$ cat src/rtl/dense_layer_ctrl_pkg.sv
`timescale 1ns/1ps
`default_nettype none
// ============================================================================
// Module   : dense_layer_ctrl_pkg
// Purpose  : Shared helpers for the dense layer controller: address-width
//            derivation, FSM state encoding, memory word field offsets.
// Revision : 1.0 - initial release
// ============================================================================
package dense_layer_ctrl_pkg;

  // Ceiling log2 usable in constant expressions
  function automatic int clog2(input int value);
    int result;
    result = 0;
    for (int v = value - 1; v > 0; v = v >> 1) begin
      result = result + 1;
    end
    return result;
  endfunction

  // Neuron index width; a single-neuron layer still gets a one-bit address
  function automatic int addr_width(input int num_neurons);
    return (clog2(num_neurons) < 1) ? 1 : clog2(num_neurons);
  endfunction

  // Memory word layout: {bias, w_flat}, weight element 0 in the LSBs
  localparam int W_LSB = 0;

  function automatic int bias_lsb(input int num_inputs, input int w_w);
    return num_inputs * w_w;
  endfunction

  // Controller state encoding
  localparam int            ST_W       = 3;
  localparam logic [ST_W-1:0] ST_IDLE    = 3'd0;
  localparam logic [ST_W-1:0] ST_FETCH   = 3'd1;
  localparam logic [ST_W-1:0] ST_RD_WAIT = 3'd2;
  localparam logic [ST_W-1:0] ST_ISSUE   = 3'd3;
  localparam logic [ST_W-1:0] ST_COLLECT = 3'd4;
  localparam logic [ST_W-1:0] ST_DONE    = 3'd5;

endpackage
`default_nettype wire

$ cat src/rtl/dense_layer_ctrl.sv
`timescale 1ns/1ps
`default_nettype none
// ============================================================================
// Module   : dense_layer_ctrl
// Purpose  : Sequences one fully-connected layer over a single shared serial
//            MAC neuron: per neuron fetch weights/bias, issue one operation,
//            collect the result; present the full vector via valid/ready.
// Revision : 1.0 - initial release
// ============================================================================
module dense_layer_ctrl
  import dense_layer_ctrl_pkg::*;
#(
  parameter int NUM_NEURONS = 4,
  parameter int NUM_INPUTS  = 8,
  parameter int X_W         = 8,
  parameter int W_W         = 8,
  parameter int B_W         = 32,
  parameter int OUT_W       = 16,
  localparam int AW         = addr_width(NUM_NEURONS)
) (
  input  logic                              clk,
  input  logic                              rst_n,
  // layer input stream
  input  logic                              layer_in_valid,
  output logic                              layer_in_ready,
  input  logic [NUM_INPUTS*X_W-1:0]         layer_x_flat,
  // weight memory
  output logic                              wmem_rd_en,
  output logic [AW-1:0]                     wmem_addr,
  input  logic [NUM_INPUTS*W_W+B_W-1:0]     wmem_rd_data,
  // serial neuron
  output logic                              nrn_in_valid,
  input  logic                              nrn_in_ready,
  output logic [B_W-1:0]                    nrn_bias,
  output logic [NUM_INPUTS*X_W-1:0]         nrn_x_flat,
  output logic [NUM_INPUTS*W_W-1:0]         nrn_w_flat,
  input  logic                              nrn_out_valid,
  input  logic [OUT_W-1:0]                  nrn_out_data,
  // layer output
  output logic                              layer_out_valid,
  input  logic                              layer_out_ready,
  output logic [NUM_NEURONS*OUT_W-1:0]      layer_out_flat,
  output logic                              busy
);

  localparam int            XF_W     = NUM_INPUTS * X_W;
  localparam int            WF_W     = NUM_INPUTS * W_W;
  localparam int            BIAS_LSB = bias_lsb(NUM_INPUTS, W_W);
  localparam logic [AW-1:0] LAST_N   = AW'(NUM_NEURONS - 1);

  logic [ST_W-1:0] state_q, state_d;
  logic [AW-1:0]   n_q, n_d;
  logic [XF_W-1:0] x_q;
  logic [WF_W-1:0] w_q;
  logic [B_W-1:0]  b_q;

  logic accept_in;     // layer input handshake this cycle
  logic collect_fire;  // neuron result arrives while we wait for it

  assign accept_in    = (state_q == ST_IDLE) && layer_in_valid;
  assign collect_fire = (state_q == ST_COLLECT) && nrn_out_valid;

  // State and neuron-index registers
  always_ff @(posedge clk or negedge rst_n) begin
    if (!rst_n) begin
      state_q <= ST_IDLE;
      n_q     <= '0;
    end else begin
      state_q <= state_d;
      n_q     <= n_d;
    end
  end

  // Next-state decode
  always_comb begin
    state_d = state_q;
    case (state_q)
      ST_IDLE:    if (layer_in_valid) state_d = ST_FETCH;
      ST_FETCH:   state_d = ST_RD_WAIT;
      ST_RD_WAIT: state_d = ST_ISSUE;
      ST_ISSUE:   if (nrn_in_ready) state_d = ST_COLLECT;
      ST_COLLECT: if (nrn_out_valid) state_d = (n_q == LAST_N) ? ST_DONE : ST_FETCH;
      ST_DONE:    if (layer_out_ready) state_d = ST_IDLE;
      default:    state_d = ST_IDLE;
    endcase
  end

  // Neuron index: cleared on layer accept, advanced after each collected result
  always_comb begin
    n_d = n_q;
    if (accept_in) begin
      n_d = '0;
    end else if (collect_fire && (n_q != LAST_N)) begin
      n_d = n_q + AW'(1);
    end
  end

  // State-decoded control outputs; address only shown while reading
  always_comb begin
    layer_in_ready  = 1'b0;
    busy            = 1'b1;
    wmem_rd_en      = 1'b0;
    wmem_addr       = '0;
    nrn_in_valid    = 1'b0;
    layer_out_valid = 1'b0;
    case (state_q)
      ST_IDLE: begin
        layer_in_ready = 1'b1;
        busy           = 1'b0;
      end
      ST_FETCH: begin
        wmem_rd_en = 1'b1;
        wmem_addr  = n_q;
      end
      ST_ISSUE: nrn_in_valid    = 1'b1;
      ST_DONE:  layer_out_valid = 1'b1;
      default:  ;
    endcase
  end

  // Input vector latch: held for the whole layer, new inputs ignored while busy
  always_ff @(posedge clk or negedge rst_n) begin
    if (!rst_n) begin
      x_q <= '0;
    end else if (accept_in) begin
      x_q <= layer_x_flat;
    end
  end

  // Weight/bias capture one cycle after the read strobe (synchronous memory)
  always_ff @(posedge clk or negedge rst_n) begin
    if (!rst_n) begin
      w_q <= '0;
      b_q <= '0;
    end else if (state_q == ST_RD_WAIT) begin
      w_q <= wmem_rd_data[W_LSB +: WF_W];
      b_q <= wmem_rd_data[BIAS_LSB +: B_W];
    end
  end

  // Neuron operands come straight from registers so they are stable in ISSUE
  assign nrn_x_flat = x_q;
  assign nrn_w_flat = w_q;
  assign nrn_bias   = b_q;

  // Output buffer: one slot per neuron, written only by a result in COLLECT
  generate
    for (genvar j = 0; j < NUM_NEURONS; j++) begin : g_slot
      logic [OUT_W-1:0] slot_q;

      // Capture result for neuron j; stray result pulses elsewhere are dropped
      always_ff @(posedge clk or negedge rst_n) begin
        if (!rst_n) begin
          slot_q <= '0;
        end else if (collect_fire && (n_q == AW'(j))) begin
          slot_q <= nrn_out_data;
        end
      end

      assign layer_out_flat[j*OUT_W +: OUT_W] = slot_q;
    end
  endgenerate

endmodule
`default_nettype wire

$ cat config.mk
export PLATFORM = sky130hd
export DESIGN_NAME = dense_layer_ctrl
export DESIGN_NICKNAME = d
export VERILOG_FILES = /design/src/rtl/dense_layer_ctrl_pkg.sv /design/src/rtl/dense_layer_ctrl.sv
export SDC_FILE = /design/constraint.sdc
export NUM_CORES = 1
export LEC_CHECK = 0
export CAP_MARGIN = 20
export CORE_AREA = 2 2 162 164
export DETAILED_ROUTE_END_ITERATION = 12
export DIE_AREA = 0 0 164 166
export PLACE_DENSITY = 0.69
export SKIP_CTS_REPAIR_TIMING = 1
export SYNTH_ARGS = -nofsm -noshare
export SYNTH_HDL_FRONTEND = slang
export SYNTH_SLANG_ARGS = --single-unit
$ cat constraint.sdc
create_clock -name clk -period 2.6 [get_ports clk]
set_clock_uncertainty 0.2 [all_clocks]
set_input_delay 0.78 -clock clk [delete_from_list [all_inputs] [get_ports clk]]
set_output_delay 0.78 -clock clk [all_outputs]
set_load 0.02 [all_outputs]
==> reports/results.txt <==
Setup repair after global routing could not meet its margin everywhere. The floorplan has 59 rows. In this run the critical register-to-register path is captured at nrn_x_flat[11]. Clock latency on the worst-skew pair, taken at its later pin, is 510 ps.

The largest net degree at the start of global routing was 62. Derived from the worst setup path, the maximum achievable clock frequency is 395.7 MHz. Maximum root-to-sink buffer count: 3.

The tools report the effective utilization at floorplan as 0.3408. After clock tree synthesis, the clock-pin slew on the worst setup and hold paths is 60 ps. The slack of the worst reg-to-reg path was 430 ps; the worst path setup slack after routing was 72.95 ps.

The area growth from synthesis to layout is 64.88%. STA classifies the critical path startpoint as a register. Synthesized netlist cell count: 654. The number of different library cells in the post-synthesis netlist is 29, and the final critical delay including setup and external delays is 2527 ps. The total overflow reported by the global router is 0. Sorting the synthesized cells by area gives the leading types as sky130_fd_sc_hd__dfrtp_1 66%, sky130_fd_sc_hd__mux2_2 21%, sky130_fd_sc_hd__nand2_1 8.3%. Synthesis produced a netlist with a net count of 840. The routed layout has 6526 vias.

The tools report the count of nets left with antenna violations after detail routing as 0. The run gives 0 as the final-report max-slew violation count. On the critical path, the stage with the largest delay is an instance of sky130_fd_sc_hd__dfrtp_1.

The core box area is 25620 µm², and the CTS sink count is 229. The last weighted congestion value of the routability-driven placer was 0.7590; the initial detailed-routing violation count was 260. The flop and latch count out of synthesis was 229. Capture point of the worst path: layer_in_ready.

After detailed placement, the total cell area comes to 13510 µm². The level count of the clock H-tree is 1. The floorplan step defined a die boundary enclosing 27220 µm². The family of cells with the greatest summed delay on the critical path is flip-flops. For the pin with the worst max-slew slack, the measured transition is 536.7 ps.

The tree is rooted in a sky130_fd_sc_hd__clkbuf_16. During synthesis, Yosys emitted a total of 0 warnings. The global routing usage summed across all routing layers came out at 0.1766.

TritonCTS built the clock tree. The fraction of layout instances using a drive strength above 1 works out to 0.2279. The count of maximum capacitance violations was 0. The worst hold path belongs to the class in -> async. The number of nets in the finished design was 1279; the highest cell delay on the worst timing path was 420 ps. The top cell types in the final layout, fill and taps aside, are 404 x sky130_fd_sc_hd__clkdlybuf4s50_1, 229 x sky130_fd_sc_hd__dfrtp_1, 194 x sky130_fd_sc_hd__nand2_1. The endpoint class of the critical path is an output port.

Traced cell by cell, the critical path runs through or3_4, inv_1, buf_2. During placement, the flow inserted port buffers numbering 412. In this run the number of cells on the critical path is 3.

The pre-CTS setup slack is -36.65 ps. The headroom to the max-slew limit is 0.6422, and the final-report hold violation count is 0. Dividing the detail-routed via count by the number of cells gives 4.507. After routing the design area is 14400 µm². Detailed placement ended at an HPWL of 18480 µm. The first detailed-routing pass took 4 iterations. Measured along the x axis, the die boundary spans 164 µm. Of all nets on the critical path, the largest fanout is 5.

In the final timing run, aggregate negative setup slack is 0 ps. The flow ran to the end, and the final reports show no timing, DRC or antenna violations. The worst register-to-register path has a depth of 6. The area fraction of the dominant cell type after synthesis came out at 0.6563. The post-route fraction of the period consumed by the critical path came out at 0.9719. The number of buffers and inverters on the critical path came out at 2.

After detailed routing, the number of remaining DRC violations is 0. The count of pins on the block boundary is 413. Of all cell types, the one taking the most synthesized area is sky130_fd_sc_hd__dfrtp_1. The share of the core filled with cells in the final layout was 0.5620.

Setup violations remaining at the end of the flow were counted as 0. The critical path is of the reg -> out type. Sequential fraction of the synthesis area: 0.6563.

Measured along the y axis, the die boundary spans 166 µm. The required time at the worst-slack endpoint is 1620 ps. The first global-routing pass estimated 38010 µm of wire. Leaving out fill and tap cells, the most frequent cell in the layout is sky130_fd_sc_hd__clkdlybuf4s50_1. Sum of routed wire length over all layers: 24840 µm.

The via count of the first global-routing pass is 6845, and the average detailed-routed wire length per instance is 17.15 µm. The run gives 3 as the initial antenna violation count. The synthesized area per cell came out at 13.35 µm².

The leakage power total came out at 0.006493 µW. Tracing the worst setup path back leads to its startpoint at state_q[2]. Beginning of the worst register-to-register path: state_q[1]. Counting the buffers created by CTS gives 25. For the worst setup path, the data arrival time is 1550 ps. The post-synthesis cell area came out at 8731 µm². IR analysis of the VDD net gives a maximum drop of 0.6910 mV.

In this run the power density over the cells is 1262 nW/µm².
[through the flow]
step / cells / hold WS [ps] / total power [µW]
floorplan: 654 / 284.4 / 10210
global placement: 1401 / 257.3 / 14390
detailed placement: 1401 / 261.6 / 14540
CTS: 1445 / 38.43 / 18400
global route: 1448 / 39.24 / 19130
finish: 1448 / 16.51 / 18160
[state kept, by name (all words and copies together), names as in the netlist]
name           count
g_slot.slot_q     64
nrn_w_flat        64
nrn_x_flat        64
nrn_bias          32
state_q            3
n_q                2
[cells by family (layout without fill, tap and decap cells)]
| group | after synthesis | in the layout | share of synthesized area |
|---|---|---|---|
| mux | 163 | 163 | 0.2101 |
| flops | 229 | 229 | 0.6563 |
| buf+inv | 36 | 492 | 0.02336 |
| fa+ha+maj | 4 | 4 | 0.005733 |
| other cells | 0 | 3 | 0 |
| compound gates | 8 | 8 | 0.006306 |
| simple gates | 214 | 214 | 0.09817 |
[cell type report]
class	instances	area [µm²]
Clock buffer	33	695.7
Sequential cell	229	5731
Inverter	4	15.01
Timing Repair Buffer	444	4512
Fill cell	2128	11220
Clock inverter	11	188.9
Antenna cell	3	7.507
Tap cell	335	419.2
Multi-Input combinational cell	389	2826
[worst min-delay path by stage]
stage	cells after the start	endpoint	from
floorplan	0	g_slot[0].slot_q[0]	rst_n
global placement	2	nrn_x_flat[36]	nrn_x_flat[36]
detailed placement	2	nrn_x_flat[59]	nrn_x_flat[59]
CTS	1	nrn_w_flat[5]	rst_n
global route	1	nrn_bias[15]	rst_n
finish	1	nrn_bias[18]	rst_n
[metal layers]
layer / vias to the layer above / track usage / part of all wire
met3: 58 / 0.05544 / 0.091
met5: - / 0 / 0
met4: 0 / 0.06369 / 0.036
met1: 3127 / 0.2087 / 0.39
li1: 3057 / - / -
met2: 284 / 0.3012 / 0.48
[synth_stat cells]
master,instances
sky130_fd_sc_hd__nor4b_1,1
sky130_fd_sc_hd__nor2_1,5
sky130_fd_sc_hd__nand2_2,4
sky130_fd_sc_hd__nand2b_1,2
sky130_fd_sc_hd__dfrtp_1,229
sky130_fd_sc_hd__o21bai_1,1
sky130_fd_sc_hd__mux2_2,162
sky130_fd_sc_hd__inv_1,4
sky130_fd_sc_hd__mux2i_1,1
sky130_fd_sc_hd__nor3_2,1
sky130_fd_sc_hd__ha_1,4
sky130_fd_sc_hd__a221o_1,1
sky130_fd_sc_hd__buf_4,4
sky130_fd_sc_hd__o21ai_0,1
sky130_fd_sc_hd__nand4bb_1,1
sky130_fd_sc_hd__and3_1,1
sky130_fd_sc_hd__buf_6,4
sky130_fd_sc_hd__clkbuf_1,5
sky130_fd_sc_hd__or3_1,1
sky130_fd_sc_hd__o31ai_1,1
sky130_fd_sc_hd__nor4bb_1,1
sky130_fd_sc_hd__a31oi_1,1
sky130_fd_sc_hd__nor3_1,2
sky130_fd_sc_hd__o22ai_1,1
sky130_fd_sc_hd__a21oi_1,1
sky130_fd_sc_hd__or4b_1,1
sky130_fd_sc_hd__buf_2,19
sky130_fd_sc_hd__o211ai_1,1
sky130_fd_sc_hd__nand2_1,194
[where the power goes]
part / internal (µW) / leakage [µW] / switching, µW
clock: 2370 / 0.000428 / 1400
sequential: 5090 / 0.00286 / 769
combinational: 4420 / 0.00320 / 4120
[worst register-to-register path: cells and delay by family, from the launching register on]
kind | cells | cell delay, ps
simple gates | 3 | 940
buf+inv | 3 | 540
flops | 1 | 380
Note: power is estimated with default switching activity, not from simulation.
==> patch: new RTL, config.mk and constraints unchanged <==
Reset style: synchronous (`rst_n`), changed in 4 clocked blocks.
--- a/src/rtl/dense_layer_ctrl.sv
+++ b/src/rtl/dense_layer_ctrl.sv
@@ -62,5 +62,5 @@
 
   // State and neuron-index registers
-  always_ff @(posedge clk or negedge rst_n) begin
+  always_ff @(posedge clk) begin
     if (!rst_n) begin
       state_q <= ST_IDLE;
@@ -120,5 +120,5 @@
 
   // Input vector latch: held for the whole layer, new inputs ignored while busy
-  always_ff @(posedge clk or negedge rst_n) begin
+  always_ff @(posedge clk) begin
     if (!rst_n) begin
       x_q <= '0;
@@ -129,5 +129,5 @@
 
   // Weight/bias capture one cycle after the read strobe (synchronous memory)
-  always_ff @(posedge clk or negedge rst_n) begin
+  always_ff @(posedge clk) begin
     if (!rst_n) begin
       w_q <= '0;
@@ -150,5 +150,5 @@
 
       // Capture result for neuron j; stray result pulses elsewhere are dropped
-      always_ff @(posedge clk or negedge rst_n) begin
+      always_ff @(posedge clk) begin
         if (!rst_n) begin
           slot_q <= '0;
Function: differs if rst_n is asserted again (counterexample within 4 cycles, from zero or initial values and one cycle with rst_n low); with rst_n held inactive, the same outputs for 10 cycles.
==> patch against the original RTL <==
Sequential cell count unchanged. Wire length up 10%. Design area down 3.1%. Setup slack better by 0.019 ns. Area after synthesis down 0.69%. Critical path depth down 2.
Power is not compared: it rests on default switching activity, and its combinational part moved more than twofold at a synthesized area within 25%.
==> patch: results (changes against the original RTL) <==
| Metric | Value |
|---|---|
| Status | `complete, no violations (unchanged)` |
| Area of placed instances | `13110 µm² (was 13510 µm²)` |
| Seq/Total Area, Yosys | `52.87% (was 65.63%)` |
| Commonest cells post-synth | `nand2_1 (403), dfxtp_1 (229), a21boi_1 (85), a21boi_0 (75), mux2i_1 (64) (was dfrtp_1 (229), nand2_1 (194), mux2_2 (162), buf_2 (19))` |
| WL met2 | `13140 µm (was 11940 µm)` |
| Mean Syn Cell Area | `8.939 µm² (was 13.35 µm²)` |
| Critical path's largest stage delay | `0.63 ns (was 0.42 ns)` |
| Routability cong. | `0.7953 (was 0.7590)` |
| Met3 wire len | `2868 µm (was 2266 µm)` |
| Synth Area in Adders | `0.5772% (was 0.5732%)` |
| Slew @ Worst Pin | `0.4405 ns (was 0.5367 ns)` |
| Xor and xnor area share after synthesis | `0% (unchanged)` |
| Top delay family on crit path | `buffers and inverters (was flip-flops)` |
| GR Layer Usage met3 | `7.343% (was 5.544%)` |
| Hold crit path type | `reg -> reg (was in -> async)` |
| Drt total wl | `27440 µm (was 24840 µm)` |
| Share of cells above drive strength 1 | `5.439% (was 22.79%)` |
| WL met1 | `10940 µm (was 9731 µm)` |
| Slowest CP cell | `clkdlybuf4s50_1 (was dfrtp_1)` |
| Initial DRC count | `303 (was 260)` |
| Routed len/inst | `15.99 µm (was 17.15 µm)` |
| Synth async-reset ratio | `0% (was 100.0%)` |
| Lkg Pwr | `5.549 nW` |
| Met1 usage in global routing | `22.10% (was 20.87%)` |
| Top cells by area, synth | `dfxtp_1 (53%), nand2_1 (17%), mux2i_1 (7.4%) (was dfrtp_1 (66%), mux2_2 (21%), nand2_1 (8.3%))` |
| WP data arrival | `1.53 ns (was 1.55 ns)` |
| CP Max Fanout | `2 (was 5)` |
| Synthesis Warnings | `0 (unchanged)` |
| Hold WS | `0.2490 ns (was 0.01651 ns)` |
| Most used DFF post-synth | `dfxtp_1 (was dfrtp_1)` |
| Largest net degree at the start of global routing | `97 (was 62)` |
| Initial antenna violation count | `2 (was 3)` |
| Num CTS Buffers | `26 (was 25)` |
| Mux cell area share after synthesis | `7.388% (was 21.01%)` |
| Clk pwr share | `38.4%` |
| NumNets Final | `1546 (was 1279)` |
| Tot GR Track Use | `19.28% (was 17.66%)` |
| Distinct cell type count after synthesis | `33 (was 29)` |
| Detailed Place HPWL | `19570 µm (was 18480 µm)` |
| Initial cell density of the core | `33.85% (was 34.08%)` |
| Total power | `0.009313 W` |
| Post-synthesis compound-gate area fraction | `14.78% (was 0.6306%)` |
| Syn Nets | `1156 (was 840)` |
| First-pass GRT wire length | `41860 µm (was 38010 µm)` |
| Vias in the first global route | `7633 (was 6845)` |
| Place WS | `0.08190 ns (was -0.03665 ns)` |
| Via Count | `7843 (was 6526)` |
patch: cell count changes after synthesis, sizes merged, moves of 7 or more:
| cell | delta |
|---|---|
| dfrtp | -229 |
| dfxtp | +229 |
| nand2 | +209 |
| mux2 | -162 |
| a21boi | +160 |
| mux2i | +63 |
| clkbuf | +32 |
| buf | +7 |
patch: final cells by class:
type                    count  area (µm²)
flip-flops and latches    229        4586
multi-input cells         665        3676
well taps                 335       419.2
diodes                      2       5.005
clock buffers              37       733.2
inverters                   5       18.77
repair buffers            433        4408
fillers                  2403       11670
clock inverters            10       102.6
patch: final timing paths:
| kind | startpoint | endpoint | slack (ns) | cells past startpoint |
|---|---|---|---|---|
| setup reg to reg | state_q[1] | nrn_w_flat[46] | 0.72 | 5 |
| setup / recovery | g_slot[1].slot_q[2] | layer_out_flat[18] | 0.09 | 1 |
| hold reg to reg | nrn_x_flat[25] | nrn_x_flat[25] | 0.25 | 2 |
| hold / removal | nrn_x_flat[25] | nrn_x_flat[25] | 0.25 | 2 |
